### src/rtl/gfx_fp_stream_pkg.sv
// Shared gfx FP definitions used by the stream adapter: the fp operand type
// and the stage count of the gfx FP adder.
`ifndef FP_ADD_STAGES
`define FP_ADD_STAGES 4
`endif

package gfx_fp_stream_pkg;
  typedef logic [31:0] fp;
  localparam int unsigned FP_ADD_STAGES = `FP_ADD_STAGES;
endpackage

### src/rtl/gfx_fp_stream_fifo.sv
// Synchronous result FIFO for the FP stream adapter. The full and empty flags
// are decoded from the registered occupancy count only, so they never depend on
// this cycle's push or pop.
module gfx_fp_stream_fifo
  import gfx_fp_stream_pkg::*;
#(
  parameter int unsigned DEPTH = 4
) (
  input  logic clk_i,
  input  logic rst_i,
  input  logic push_i,
  input  fp    data_i,
  input  logic pop_i,
  output logic full_o,
  output logic empty_o,
  output fp    head_o
);

  localparam int unsigned PTR_W = (DEPTH > 1) ? $clog2(DEPTH) : 1;
  localparam int unsigned CNT_W = $clog2(DEPTH) + 1;

  fp                mem_q [DEPTH];
  logic [PTR_W-1:0] wrPtr_q, wrPtr_d;
  logic [PTR_W-1:0] rdPtr_q, rdPtr_d;
  logic [CNT_W-1:0] count_q, count_d;
  logic             pushOk, popOk;

  assign full_o  = (count_q == CNT_W'(DEPTH));
  assign empty_o = (count_q == '0);
  assign pushOk  = push_i && !full_o;
  assign popOk   = pop_i && !empty_o;
  assign head_o  = mem_q[rdPtr_q];

  // DEPTH is a power of two, so pointer wrap is plain binary overflow.
  always_comb begin
    wrPtr_d = wrPtr_q;
    rdPtr_d = rdPtr_q;
    count_d = count_q;
    if (pushOk) wrPtr_d = wrPtr_q + PTR_W'(1);
    if (popOk)  rdPtr_d = rdPtr_q + PTR_W'(1);
    case ({pushOk, popOk})
      2'b10:   count_d = count_q + CNT_W'(1);
      2'b01:   count_d = count_q - CNT_W'(1);
      default: count_d = count_q;
    endcase
  end

  always_ff @(posedge clk_i) begin
    if (rst_i) begin
      wrPtr_q <= '0;
      rdPtr_q <= '0;
      count_q <= '0;
    end else begin
      wrPtr_q <= wrPtr_d;
      rdPtr_q <= rdPtr_d;
      count_q <= count_d;
    end
  end

  always_ff @(posedge clk_i) begin
    if (pushOk) mem_q[wrPtr_q] <= data_i;
  end

endmodule

### src/rtl/gfx_fp_stream.sv
// Valid/ready adapter around a fixed-latency, stall-controlled gfx FP pipeline.
// Optional perf counters are built when GFX_FP_STREAM_PERF_EN is defined.
module gfx_fp_stream
  import gfx_fp_stream_pkg::*;
#(
  parameter int unsigned LATENCY = FP_ADD_STAGES,
  parameter int unsigned DEPTH   = 4
) (
  input  logic        clk_i,
  input  logic        rst_i,
  input  logic        in_valid_i,
  output logic        in_ready_o,
  input  fp           in_a_i,
  input  fp           in_b_i,
  output fp           pipe_a_o,
  output fp           pipe_b_o,
  output logic        pipe_stall_o,
  input  fp           pipe_q_i,
  output logic        out_valid_o,
  input  logic        out_ready_i,
  output fp           out_q_o
`ifdef GFX_FP_STREAM_PERF_EN
  ,
  output logic [31:0] perf_ops_o,
  output logic [31:0] perf_stall_cycles_o
`endif
);

  logic [LATENCY-1:0] valid_q, valid_d;
  logic               vLast, fifoFull, fifoEmpty;
  logic               accept, push, pop;

  assign pipe_a_o     = in_a_i;
  assign pipe_b_o     = in_b_i;
  assign vLast        = valid_q[LATENCY-1];
  // Registered full flag keeps out_ready off the combinational stall path.
  assign pipe_stall_o = vLast && fifoFull;
  assign in_ready_o   = !pipe_stall_o;
  assign accept       = in_valid_i && in_ready_o;
  assign push         = vLast && !fifoFull;
  assign pop          = out_valid_o && out_ready_i;
  assign out_valid_o  = !fifoEmpty;

  always_comb begin
    valid_d = valid_q;
    if (!pipe_stall_o) begin
      valid_d[0] = accept;
      for (int i = 1; i < LATENCY; i++) valid_d[i] = valid_q[i-1];
    end
  end

  always_ff @(posedge clk_i) begin
    if (rst_i) valid_q <= '0;
    else       valid_q <= valid_d;
  end

  gfx_fp_stream_fifo #(
    .DEPTH (DEPTH)
  ) u_fifo (
    .clk_i   (clk_i),
    .rst_i   (rst_i),
    .push_i  (push),
    .data_i  (pipe_q_i),
    .pop_i   (pop),
    .full_o  (fifoFull),
    .empty_o (fifoEmpty),
    .head_o  (out_q_o)
  );

`ifdef GFX_FP_STREAM_PERF_EN
  logic [31:0] perfOps_q, perfOps_d;
  logic [31:0] perfStall_q, perfStall_d;

  // Both counters saturate rather than wrap.
  always_comb begin
    perfOps_d   = perfOps_q;
    perfStall_d = perfStall_q;
    if (pop && (perfOps_q != '1))            perfOps_d   = perfOps_q + 32'd1;
    if (pipe_stall_o && (perfStall_q != '1)) perfStall_d = perfStall_q + 32'd1;
  end

  always_ff @(posedge clk_i) begin
    if (rst_i) begin
      perfOps_q   <= '0;
      perfStall_q <= '0;
    end else begin
      perfOps_q   <= perfOps_d;
      perfStall_q <= perfStall_d;
    end
  end

  assign perf_ops_o          = perfOps_q;
  assign perf_stall_cycles_o = perfStall_q;
`endif

endmodule

### config.mk
export PLATFORM = sky130hd
export DESIGN_NAME = gfx_fp_stream
export DESIGN_NICKNAME = d
export VERILOG_FILES = /design/src/rtl/gfx_fp_stream_pkg.sv /design/src/rtl/gfx_fp_stream_fifo.sv /design/src/rtl/gfx_fp_stream.sv
export SDC_FILE = /design/constraint.sdc
export NUM_CORES = 1
export LEC_CHECK = 0
export ABC_AREA = 1
export CAP_MARGIN = 20
export CORE_ASPECT_RATIO = 1.5
export CORE_UTILIZATION = 46
export CTS_BUF_LIST = sky130_fd_sc_hd__clkbuf_16
export DETAILED_ROUTE_END_ITERATION = 10
export GPL_TIMING_DRIVEN = 0
export PLACE_DENSITY = 0.79
export SLEW_MARGIN = 0
export SYNTH_ARGS = -nofsm -noshare
export SYNTH_HDL_FRONTEND = slang
export SYNTH_SLANG_ARGS = --single-unit
### constraint.sdc
create_clock -name clk_i -period 2.95 [get_ports clk_i]
set_input_delay 0.4425 -clock clk_i [delete_from_list [all_inputs] [get_ports clk_i]]
set_output_delay 0.4425 -clock clk_i [all_outputs]
set_load 0.01 [all_outputs]
==> flow_summary.toml <==
[power_and_ir_drop]
p_leak_uw = 0.00302
p_per_area_nw_per_um2 = 661
peakVddDrop_mv = 0.654
total_power_uw = 5420

[layout]
fillers = 879
diodes = 0
layout.nets = 729
ff_latch_area_um2 = 4100
areaGrowthSynthToFinish_pct = 38.1
final_cell_mix = "clkdlybuf4s50_1 (134), edfxtp_1 (128), nor2_1 (78)"
mostFrequentLayoutCell = "clkdlybuf4s50_1"
design_area_um2 = 8190
drive_gt1_frac = 0.212
multi_input_area_um2 = 1120

[detailed_routing]
vias_per_cell = 5.16
drtAntennaViolNets = 0
route.detailed.drc = 0
vias = 4084
drt_first_pass_iters = 5
drtIter0Drc = 244
wl_mm = 14.7
wl_per_cell_um = 18.5

[clock_network]
clkLatencyLatePin_ns = 0.41
clock-sinks = 141
holdBufCountCts = 0
cts.clk_slew.worst_paths_ns = 0.06
cts_tree = "built"
cts_resized = 0
cts_made_buffers = 17
root_buffer = "clkbuf_16"
clk_path_buf_depth = 2
cts_max_level = 4
cts_setup_buffers = 0

[timing]
fin_crit_sh = 0.861
layout_min_cycle_time_ns = 2.54
maxClockFrequency_mhz = 394
finalSetupViolCount = 0
hold_violations = 0
tns_ns = 0
final-max-slew-violation-count = 0
setup_slack_ns = 0.410
skew_ns = 0.00683
tightest_slew_ns = 0.450
grt_setup_unrepaired = "false"
maxSlewHeadroom = 0.700

[synth]
synth_cell_types = 26
synth_nets = 572
yosys_warnings = 0
avgSynthCellArea_um2 = 12.7
synthCells = 466
synthesis.area_um2 = 5930
synth_seq_cells = 141
yosysSeqAreaShare = 0.692

[grt]
grt_max_degree = 25
grt_pass1_wl_mm = 21.2
overflow = 0
grtUsageTotal = 0.222
antenna_found_initial = 0
grt_pass1_vias = 4051

[min_path]
hold_end = "valid_q[3]$_SDFFE_PP0N_"
hold_depth = 1
worstHoldStart = "valid_q[2]$_SDFFE_PP0N_"
hold_class = "reg -> reg"

[flow_run]
maxCapViolations = 0

[placed_design]
dp_slack_ns = 0.699
routabilityCongestion = 0.763
place_area_um2 = 7580
port_buffers = 134
place_hpwl_mm = 10.3

[critical_path]
ff2ff_setup_slack_ns = 0.96
reg2reg_from = "u_fifo.count_q[0]$_SDFFE_PP0P_"
worstPathRequired_ns = 2.51
crit_path_end_kind = "output port"
cp_max_fo = 10
r2r_end = "u_fifo.count_q[2]$_SDFFE_PP0P_"
arrival_ns = 2.10
crit_type = "reg -> out"
r2r_cells = 12
crit_path_start_kind = "register"

[die]
die_w_um = 94.7
io_pins = 199
dieArea_um2 = 13400
core_um2 = 12500
fp.dieH_um = 141
core.rowCount = 50
start_util = 0.474

[outcome]
outcome = "complete, no violations"
cell families (layout without fill, tap and decap cells):
| family | after synthesis | after routing | synth area share |
|---|---|---|---|
| buffers and inverters | 106 | 276 | 0.123 |
| DFF | 141 | 141 | 0.692 |
| and+or+nand+nor | 111 | 111 | 0.0774 |
| adders and majority gates | 6 | 6 | 0.0139 |
| AOI/OAI and AO/OA | 102 | 102 | 0.0932 |
where the power goes:
group | leakage, uW | internal [uW] | switching [uW] | total (uW)
clock | 0.000295 | 1340 | 822 | 2170
combinational | 0.00147 | 518 | 513 | 1030
sequential | 0.00126 | 2200 | 20.6 | 2220
total | 0.00302 | 4060 | 1360 | 5420
cell type report:
| cell class | count | area share |
|---|---|---|
| plain buffers | 83 | 0.0779 |
| clock buffers | 17 | 0.0519 |
| clock inverters | 15 | 0.0231 |
| inverters | 23 | 0.0115 |
| multi-input cells | 219 | 0.137 |
| flip-flops and latches | 141 | 0.501 |
| well taps | 156 | 0.0238 |
| repair buffers | 138 | 0.174 |
metrics by stage:
stage,hold WS (ns),utilization,cells
2_1_floorplan,0.441,-,466
3_3_place_gp,0.457,0.597,756
3_5_place_dp,0.455,0.606,760
4_1_cts,0.469,0.655,792
5_1_grt,0.499,0.655,792
6_report,0.469,0.655,792
synthesized netlist by cell type (all sizes together):
cell,instances,area [um2]
fa,1,20.0
edfxtp,128,3840
nand3,5,37.5
a21oi,3,15.0
clkbuf,4,26.3
inv,22,90.1
nand2,21,88.8
nor2,84,325
o21a,1,7.51
nand3b,1,7.51
o21ai,66,330
ha,5,62.6
clkinv,1,3.75
dfxtp,13,260
o22ai,32,200
buf,79,612
sequential cells by signal, indices dropped and copies added, names as in the netlist, named ones only:
signal and cells:
u_fifo.wrPtr_q 2, u_fifo.count_q 3, u_fifo.rdPtr_q 2, valid_q 4, u_fifo.mem_q 128
critical path: stages (launching register included):
cell and delay (ns):
dfxtp_1 0.34, clkbuf_1 0.37, o21ai_0 0.19, o22ai_1 0.21, clkdlybuf4s50_1 0.57
worst max path at each step:
stage | from | end | slack [ns] | cells after the start
global route | register | out_q_o[20] | 0.27 | 4
CTS | register | out_q_o[20] | 0.39 | 4
floorplan | u_fifo.count_q[1]$_SDFFE_PP0P_ | u_fifo.mem_q[0][0]$_DFFE_PP_ | 0.57 | 4
detailed placement | out_ready_i | u_fifo.count_q[2]$_SDFFE_PP0P_ | 0.70 | 12
global placement | u_fifo.count_q[1]$_SDFFE_PP0P_ | u_fifo.mem_q[0][3]$_DFFE_PP_ | -0.47 | 4
finish | register | out_q_o[20] | 0.41 | 4
routing by layer:
layer | global-route usage | up-vias | share of wire
li1 | - | 1905 | -
met1 | 0.230 | 1931 | 0.34
met2 | 0.375 | 225 | 0.52
met3 | 0.112 | 23 | 0.13
met4 | 0.0877 | 0 | 0.019
met5 | 0 | - | 0
(Power assumes the default switching activity.)
